**config.mk**
```make
export PLATFORM = sky130hd
export DESIGN_NAME = wb_ps2
export DESIGN_NICKNAME = d
export VERILOG_FILES = /design/src/rtl/wb_ps2.sv
export SDC_FILE = /design/constraint.sdc
export NUM_CORES = 1
export LEC_CHECK = 0
export ABC_AREA = 0
export CAP_MARGIN = 0
export CORE_ASPECT_RATIO = 0.75
export CORE_MARGIN = 2
export CORE_UTILIZATION = 47
export DETAILED_ROUTE_END_ITERATION = 10
export GPL_ROUTABILITY_DRIVEN = 0
export PLACE_DENSITY_LB_ADDON = 0.15
export SLEW_MARGIN = 10
export SYNTH_ARGS = -nofsm -noshare
export SYNTH_HDL_FRONTEND = slang
export SYNTH_SLANG_ARGS = --single-unit
```
**constraint.sdc**
```tcl
create_clock -name clk_i -period 3.4 [get_ports clk_i]
set_input_delay 0.68 -clock clk_i [delete_from_list [all_inputs] [get_ports clk_i]]
set_output_delay 0.68 -clock clk_i [all_outputs]
set_load 0.03 [all_outputs]
```
**src/rtl/wb_ps2.sv**
```systemverilog
// wb_ps2: PS/2 device-to-host receiver with a Wishbone slave register interface.
// Both pins are synchronised and the PS/2 clock is debounced. 11-bit frames are
// deframed, and good bytes are queued in a small FIFO that a DATA read pops.
// Sticky error flags and the interrupt enable live in STATUS.
module wb_ps2 #(
   parameter int DEPTH   = 8,
   parameter int FILTER  = 8,
   parameter int TIMEOUT = 100000
) (
   input  logic        clk_i,
   input  logic        rst_i,
   input  logic        ps2_clk,
   input  logic        ps2_dat,
   input  logic        cyc_i,
   input  logic        stb_i,
   input  logic        we_i,
   input  logic        adr_i,
   input  logic [3:0]  sel_i,
   input  logic [31:0] dat_i,
   output logic        ack_o,
   output logic [31:0] dat_o,
   output logic        irq
);

   localparam int AW = $clog2(DEPTH);
   localparam int FW = $clog2(FILTER + 1);
   localparam int TW = $clog2(TIMEOUT + 1);

   localparam logic [1:0] ST_IDLE   = 2'd0;
   localparam logic [1:0] ST_DATA   = 2'd1;
   localparam logic [1:0] ST_PARITY = 2'd2;
   localparam logic [1:0] ST_STOP   = 2'd3;

   // synchronisers
   logic clk_s1_q, clk_s1_d, clk_s2_q, clk_s2_d;
   logic dat_s1_q, dat_s1_d, dat_s2_q, dat_s2_d;
   // clock filter
   logic          filt_clk_q, filt_clk_d;
   logic [FW-1:0] filt_cnt_q, filt_cnt_d;
   logic          fall_q, fall_d;
   // deframer
   logic [1:0]    state_q, state_d;
   logic [2:0]    bit_cnt_q, bit_cnt_d;
   logic [7:0]    shift_q, shift_d;
   logic          par_ok_q, par_ok_d;
   logic [TW-1:0] tmo_q, tmo_d;
   logic          push_q, push_d;
   logic          ferr_set, perr_set;
   // fifo
   logic [7:0]    mem_q [DEPTH];
   logic [AW:0]   wr_ptr_q, wr_ptr_d, rd_ptr_q, rd_ptr_d, count_q, count_d;
   logic          fifo_empty, fifo_full, do_push, pop, ovf_set;
   logic [7:0]    head_byte;
   // register interface
   logic          ack_q, ack_d;
   logic [31:0]   dat_o_q, dat_o_d;
   logic          irq_q, irq_d;
   logic          irqen_q, irqen_d;
   logic          ferr_q, ferr_d, perr_q, perr_d, ovf_q, ovf_d;
   logic          req, stat_wr;
   logic [2:0]    clr;
   logic [31:0]   status_word;
   logic          dat_unused;

   // Only the flag-clear and IRQEN bits of a write carry meaning.
   assign dat_unused = ^{dat_i[31:17], dat_i[15:11], dat_i[7:0], sel_i[3], sel_i[0]};

   // Two-stage synchronisers for both raw pins.
   always_comb begin
      clk_s1_d = ps2_clk;
      clk_s2_d = clk_s1_q;
      dat_s1_d = ps2_dat;
      dat_s2_d = dat_s1_q;
   end

   // Debounce: the filtered clock follows only after FILTER equal samples
   // that differ from it; a 1->0 change emits the one-cycle fall pulse.
   always_comb begin
      filt_clk_d = filt_clk_q;
      filt_cnt_d = '0;
      fall_d     = 1'b0;
      if (clk_s2_q != filt_clk_q) begin
         if (filt_cnt_q == FW'(FILTER - 1)) begin
            filt_clk_d = clk_s2_q;
            fall_d     = ~clk_s2_q;
         end else begin
            filt_cnt_d = filt_cnt_q + 1'b1;
         end
      end
   end

   // Frame deframer with an inactivity timeout while a frame is in progress.
   always_comb begin
      state_d   = state_q;
      bit_cnt_d = bit_cnt_q;
      shift_d   = shift_q;
      par_ok_d  = par_ok_q;
      tmo_d     = tmo_q;
      push_d    = 1'b0;
      ferr_set  = 1'b0;
      perr_set  = 1'b0;
      if (fall_q) begin
         tmo_d = '0;
         case (state_q)
            ST_IDLE: begin
               if (!dat_s2_q) begin
                  state_d   = ST_DATA;
                  bit_cnt_d = 3'd0;
               end
            end
            ST_DATA: begin
               shift_d   = {dat_s2_q, shift_q[7:1]};
               bit_cnt_d = bit_cnt_q + 3'd1;
               if (bit_cnt_q == 3'd7) state_d = ST_PARITY;
            end
            ST_PARITY: begin
               par_ok_d = ^{shift_q, dat_s2_q};
               state_d  = ST_STOP;
            end
            default: begin
               state_d = ST_IDLE;
               if (!dat_s2_q)      ferr_set = 1'b1;
               else if (!par_ok_q) perr_set = 1'b1;
               else                push_d   = 1'b1;
            end
         endcase
      end else if (state_q != ST_IDLE) begin
         if (tmo_q == TW'(TIMEOUT - 1)) begin
            state_d  = ST_IDLE;
            ferr_set = 1'b1;
            tmo_d    = '0;
         end else begin
            tmo_d = tmo_q + 1'b1;
         end
      end else begin
         tmo_d = '0;
      end
   end

   // FIFO bookkeeping, bus decode, sticky flags and interrupt.
   always_comb begin
      fifo_empty = (count_q == '0);
      fifo_full  = (count_q == (AW + 1)'(DEPTH));
      req        = cyc_i & stb_i & ~ack_q;
      stat_wr    = req & we_i & adr_i;
      pop        = req & ~we_i & ~adr_i & ~fifo_empty;
      do_push    = push_q & (~fifo_full | pop);
      ovf_set    = push_q & fifo_full & ~pop;
      head_byte  = fifo_empty ? 8'd0 : mem_q[rd_ptr_q[AW-1:0]];

      wr_ptr_d = wr_ptr_q + {{AW{1'b0}}, do_push};
      rd_ptr_d = rd_ptr_q + {{AW{1'b0}}, pop};
      count_d  = count_q;
      if (do_push && !pop)      count_d = count_q + 1'b1;
      else if (!do_push && pop) count_d = count_q - 1'b1;

      status_word = {15'd0, irqen_q, 5'd0, ferr_q, perr_q, ovf_q,
                     {(7 - AW){1'b0}}, count_q};

      ack_d   = req;
      dat_o_d = 32'd0;
      if (req && !we_i) begin
         if (adr_i) dat_o_d = status_word;
         else       dat_o_d = {23'd0, ~fifo_empty, head_byte};
      end

      clr     = (stat_wr && sel_i[1]) ? dat_i[10:8] : 3'b000;
      ferr_d  = ferr_set | (ferr_q & ~clr[2]);
      perr_d  = perr_set | (perr_q & ~clr[1]);
      ovf_d   = ovf_set  | (ovf_q  & ~clr[0]);
      irqen_d = (stat_wr && sel_i[2]) ? dat_i[16] : irqen_q;
      irq_d   = irqen_q & ~fifo_empty;
   end

   // State registers; synchronisers and filtered clock idle high.
   always_ff @(posedge clk_i or posedge rst_i) begin
      if (rst_i) begin
         clk_s1_q   <= 1'b1;
         clk_s2_q   <= 1'b1;
         dat_s1_q   <= 1'b1;
         dat_s2_q   <= 1'b1;
         filt_clk_q <= 1'b1;
         filt_cnt_q <= '0;
         fall_q     <= 1'b0;
         state_q    <= ST_IDLE;
         bit_cnt_q  <= 3'd0;
         shift_q    <= 8'd0;
         par_ok_q   <= 1'b0;
         tmo_q      <= '0;
         push_q     <= 1'b0;
         wr_ptr_q   <= '0;
         rd_ptr_q   <= '0;
         count_q    <= '0;
         ack_q      <= 1'b0;
         dat_o_q    <= 32'd0;
         irq_q      <= 1'b0;
         irqen_q    <= 1'b0;
         ferr_q     <= 1'b0;
         perr_q     <= 1'b0;
         ovf_q      <= 1'b0;
      end else begin
         clk_s1_q   <= clk_s1_d;
         clk_s2_q   <= clk_s2_d;
         dat_s1_q   <= dat_s1_d;
         dat_s2_q   <= dat_s2_d;
         filt_clk_q <= filt_clk_d;
         filt_cnt_q <= filt_cnt_d;
         fall_q     <= fall_d;
         state_q    <= state_d;
         bit_cnt_q  <= bit_cnt_d;
         shift_q    <= shift_d;
         par_ok_q   <= par_ok_d;
         tmo_q      <= tmo_d;
         push_q     <= push_d;
         wr_ptr_q   <= wr_ptr_d;
         rd_ptr_q   <= rd_ptr_d;
         count_q    <= count_d;
         ack_q      <= ack_d;
         dat_o_q    <= dat_o_d;
         irq_q      <= irq_d;
         irqen_q    <= irqen_d;
         ferr_q     <= ferr_d;
         perr_q     <= perr_d;
         ovf_q      <= ovf_d;
      end
   end

   // FIFO storage; the byte stays in shift_q through the push cycle.
   always_ff @(posedge clk_i) begin
      if (do_push) mem_q[wr_ptr_q[AW-1:0]] <= shift_q;
   end

   assign ack_o = ack_q;
   assign dat_o = dat_o_q;
   assign irq   = irq_q;

endmodule

```
Word level (Yosys, flattened, before mapping)
Memory sizes are Yosys's and may differ from the RTL's. Cells that the tools add are included.

Register bits: 92. Memory bits (writable): 64. Input port bits: 44. Output and inout bits: 34. Word-level logic and storage cells: 127. Memories kept: 1.

Memory list: mem_q (words 8, bits a word 8, read ports 1, clocked after memory_dff 0, write ports 1, RTL line 50) `logic [7:0] mem_q [DEPTH];`.

$add $sub $neg: 7. Eq/ne operators: 10. Mux-type cells: 36. Bitwise operators: 28. Reduce and logical (&&, ||, !) cells: 22.

Operators with widths (number): 2-to-1 mux 17 bit (5); adder 17 x 1 -> 17 bit (second input constant) (1); == test 17 bit (second input constant) (1); 2-to-1 mux 1 bit (17); 2-to-1 mux 4 bit (4); bitwise AND 1 bit (14); 2-to-1 mux 2 bit (5); inverter 1 bit (10); nonzero test 2 bit (5); parity 9 bit (1); adder 4 x 1 -> 4 bit (2); adder 4 x 1 -> 4 bit (second input constant) (2); 2-to-1 mux 8 bit (1); 2-to-1 mux 3 bit (2); inequality test 3 bit (second input constant) (2); one-hot mux 2 bit (3 select lines) (1); one-hot mux 3 bit (2 select lines) (1); AND reduction 2 bit (3); logical AND 1 bit (5); == test 4 x 3 -> 1 bit (second input constant) (1); == test 4 bit (second input constant) (1); logical NOT 4 bit (1); OR 1 bit (4); AND reduction 4 bit (1); 11 further kinds (13).

Depth between registers and ports, before layout
Word-level depth: 11. Gate-level depth with buffers: 11. Depth with buffers taken out: 11.

Worst setup path before layout
Ideal clock, no wire load.

Path kind: input to register. Start point: input stb_i. End point: register count_q[3]. Setup time: 0.125 ns. Arrival: 2.588 ns. Data required time: 3.275 ns. Slack: 0.687 ns. Stages: 11. Path buffers: 1. Cell sequence: nand3b_4 -> or4_1 -> buf_2 -> ha_1 -> inv_1 -> ha_1 -> a21o_1 -> a21oi_1 -> xnor2_1 -> nor2_1 -> xor2_1.

Word-level cells in the longest chain between the ends: 10.

Ends and longest elaborated chain: from (decl) (RTL line 15) `input logic stb_i,`; bitwise AND 1 bit (*) (2 in series) (RTL line 144) `req = cyc_i & stb_i & ~ack_q;`; bitwise AND 1 bit (*) (3 in series) (RTL line 146) `pop = req & ~we_i & ~adr_i & ~fifo_empty;`; OR 1 bit (RTL line 147) `do_push = push_q & (~fifo_full | pop);`; bitwise AND 1 bit (RTL line 147); logical NOT 1 bit (RTL line 155) `else if (!do_push && pop) count_d = count_q - 1'b1;`; logical AND 1 bit (RTL line 155); nonzero test 2 bit (no line); to (signal assigned) (RTL line 217) `count_q <= count_d;`; to (decl) (RTL line 51) `logic [AW:0] wr_ptr_q, wr_ptr_d, rd_ptr_q, rd_ptr_d, count_q, count_d;`.

Every way passes the cells marked *; elsewhere a longest branch is shown, timed or not. A chain may end at the register's enable or synchronous reset.

Worst setup path in the final report
Same ends and word-level chain as after synthesis.

==> metrics.md <==
| Metric | Value |
|---|---|
| Top cell type's share of synthesized area | `33.91%` |
| Sw Ratio | `24.43%` |
| Worst setup SP type | `input port` |
| Status | `complete, no violations` |
| PostCTS Resize Cnt | `0` |
| Die Ht | `99.10 µm` |
| Post-synthesis sequential area ratio | `64.92%` |
| Post-synth EDFFs | `64` |
| Final Hold Viols | `0` |
| Most common cell in the netlist | `dfrtp_1` |
| Mapped Area | `5668 µm²` |
| Pre-antenna DRT Iters | `4` |
| Hold Path End | `dat_s2_q` |
| Ys async rst share | `52.24%` |
| H-tree lvl count | `4` |
| Top Ports | `78` |
| Post-synthesis cell type count | `42` |
| R2R setup slack | `0.93 ns` |
| CTS root buf | `clkbuf_16` |
| Vias in the first global route | `3012` |
| Fill count | `939` |
| Wire per inst | `15.54 µm` |
| Clk_lat worst skew | `0.41 ns` |
| DP Cell Count | `581` |
| WHS | `0.3558 ns` |
| Worst slew margin | `50.64%` |
| Layout cell share with drive strength beyond 1 | `17.74%` |
| Die area | `12960 µm²` |
| Largest area contributor in the netlist | `edfxtp_1` |
| Critical path origin | `stb_i` |
| Clock buffer depth | `2` |
| R2R depth | `10` |
| # diodes | `0` |
| Finished Cell Area | `6684 µm²` |
| Placed Area | `6112 µm²` |
| Critical Path AT | `3.09 ns` |
| CORE AREA | `11700 µm²` |
| Leakage | `0.002771 µW` |
| Tcrit/Tclk final | `82.17%` |
| Synth top cells by count | `dfrtp_1 (65), edfxtp_1 (64), nor2_1 (39), nand2_1 (24), buf_4 (22)` |
| Area delta synth->final | `17.92%` |
| Fin. max-slew vios | `0` |
| Min Clock Period, post-route | `2.794 ns` |
| Top_reg_cell synth | `dfrtp_1` |
| Worst Path Max Fanout | `5` |
| Place WS | `0.1741 ns` |
| Critical Path Sink Type | `flip-flop` |
| Worst ir drop on vdd | `356.0 µV` |
| CTS tree | `done` |
| Fmax | `357.9 MHz` |
| Post-Syn Instances | `388` |
| RSZ-0062 raised after global routing | `false` |
| Hold Path Depth | `0` |
| Hold Startpoint | `dat_s1_q` |
| DRT iter0 DRCs | `233` |
| Clock-pin transition on the worst setup and hold timing paths | `0.06 ns` |
| DRC | `0` |
| Yosys warning total | `0` |
| Die Width | `130.8 µm` |
| Worst-Margin Slew | `0.7404 ns` |
| Clock power share | `43.3%` |
| Grt ovf | `0` |
| Worst Hold Class | `flip-flop to flip-flop` |
| Largest net degree at the start of global routing | `39` |
| Routed via count | `3039` |
| Final worst clock skew | `0.01241 ns` |
| PwrDens | `603.0 nW/µm²` |
| DRT Wirelength | `9526 µm` |
| Net switching power | `984.6 µW` |
| WP data required | `3.69 ns` |
| Synth top area cells | `edfxtp_1 (34%), dfrtp_1 (29%), mux4_2 (6.4%), ha_1 (3.3%), xnor2_1 (2.9%)` |
| Flop pwr share | `47.4%` |
| Setup Fix Bufs, Post-CTS | `0` |
| Detail Route Antenna Nets | `0` |
| Setup TNS | `0 ns` |
| Logic pwr share | `9.3%` |
| Final worst setup slack | `0.6061 ns` |
| Final net count | `498` |
| Finished Layout Cells | `613` |
| Initial antenna violation count | `0` |
| DR vias/cell | `4.958` |
| Cts bufs inserted | `17` |
| First-pass GRT wire length | `15490 µm` |
| Sink Count | `134` |
| WS Path Type | `input port to flip-flop` |
| Buffers on Ports | `27` |
| Row cnt | `34` |
| R2R Path Start | `ack_o` |
| Setup violators final | `0` |
| Total track usage | `16.23%` |
| Post-CTS Hold Buffers | `0` |
| MaxCap Viol Count | `0` |
| Initial Util | `48.45%` |
| Detail Placement HPWL | `6218 µm` |
| Internal power | `3045 µW` |
| Avg Synthesized Cell Area | `14.61 µm²` |
| R2r endpoint | `count_q[3]` |
| Synth Register Bits | `134` |
-- power by group through the flow --
stage | combinational [µW] | sequential, µW | clock, µW
floorplan | 360 | 1880 | 0
global route | 415 | 1930 | 1850
global placement | 377 | 1950 | 0
CTS | 384 | 1910 | 1780
detailed placement | 383 | 1950 | 0
finish | 376 | 1910 | 1740
-- final cells by class --
class / instances / area (µm²) / area share [%]
Tap cell: 162 / 202.7 / 3.033
Sequential cell: 134 / 3680 / 55.05
Inverter: 9 / 33.78 / 0.5054
Multi-Input combinational cell: 236 / 1815 / 27.16
Clock buffer: 22 / 475.5 / 7.113
Clock inverter: 10 / 96.34 / 1.441
Timing Repair Buffer: 40 / 380.4 / 5.691
-- metrics by stage --
step	power [µW]	util (%)
global route	4196	57.13
detailed placement	2329	52.25
floorplan	2237	-
CTS	4074	57.13
global placement	2324	52.25
finish	4030	57.13
-- kinds of logic after synthesis --
| family | count (synthesis) | share of synthesized area (%) |
|---|---|---|
| flops | 134 | 64.92 |
| simple gates | 111 | 9.581 |
| buf+inv | 37 | 4.304 |
| mux | 36 | 10.15 |
| xor+xnor | 31 | 4.790 |
| compound gates | 22 | 2.517 |
| fa+ha+maj | 16 | 3.664 |
| other cells | 1 | 0.06616 |
-- registers in the layout, summed over array words and instances (netlist names), 2 cells and up --
name	count
filt_cnt_q	4
count_q	4
mem_q	64
tmo_q	17
dat_o	12
wr_ptr_q	3
shift_q	8
bit_cnt_q	3
state_q	2
rd_ptr_q	3
-- worst max-delay path, stage by stage --
cell and delay (ns):
clkdlybuf4s50_1 0.51, nand3b_4 0.10, or4_1 0.51, ha_1 0.24, inv_1 0.12, ha_1 0.24, a21o_1 0.17, a21oi_1 0.17
xnor2_1 0.13, nor2_1 0.06, xor2_1 0.14
-- cells in the final DEF, fill, tap and decap left out, types with 3 or more instances in the layout --
cell type / count
a21oi_1: 4
a22o_1: 3
and2_1: 3
and3_1: 3
buf_4: 12
clkbuf_1: 3
clkbuf_16: 18
clkdlybuf4s50_1: 27
clkinv_4: 3
conb_1: 20
dfrtp_1: 65
dfstp_2: 5
edfxtp_1: 64
ha_1: 15
inv_1: 8
mux2_2: 12
mux2i_1: 8
mux4_2: 16
nand2_1: 24
nand2b_1: 5
nand3_1: 12
nand4_1: 4
nor2_1: 39
nor2b_1: 3
nor3_1: 7
nor3b_1: 3
o21ai_0: 9
xnor2_1: 19
xor2_1: 12
-- worst max path at each step --
stage / slack, ns / cells past startpoint / endpoint
global placement: 0.23 / 11 / count_q[3]
finish: 0.61 / 11 / count_q[3]
CTS: 0.62 / 11 / count_q[3]
floorplan: 0.69 / 11 / count_q[3]
global route: 0.47 / 12 / count_q[3]
detailed placement: 0.17 / 11 / count_q[3]
-- layer usage --
| layer | part of all wire (%) | track usage, % | vias up | routed length, µm |
|---|---|---|---|---|
| met5 | 0 | 0 | - | 0 |
| met2 | 47 | 24.64 | 57 | 4524 |
| met3 | 3.9 | 4.034 | 6 | 369 |
| met1 | 48 | 22.93 | 1525 | 4563 |
| li1 | - | - | 1451 | - |
| met4 | 0.71 | 6.137 | 0 | 68 |
(Power assumes the default switching activity.)
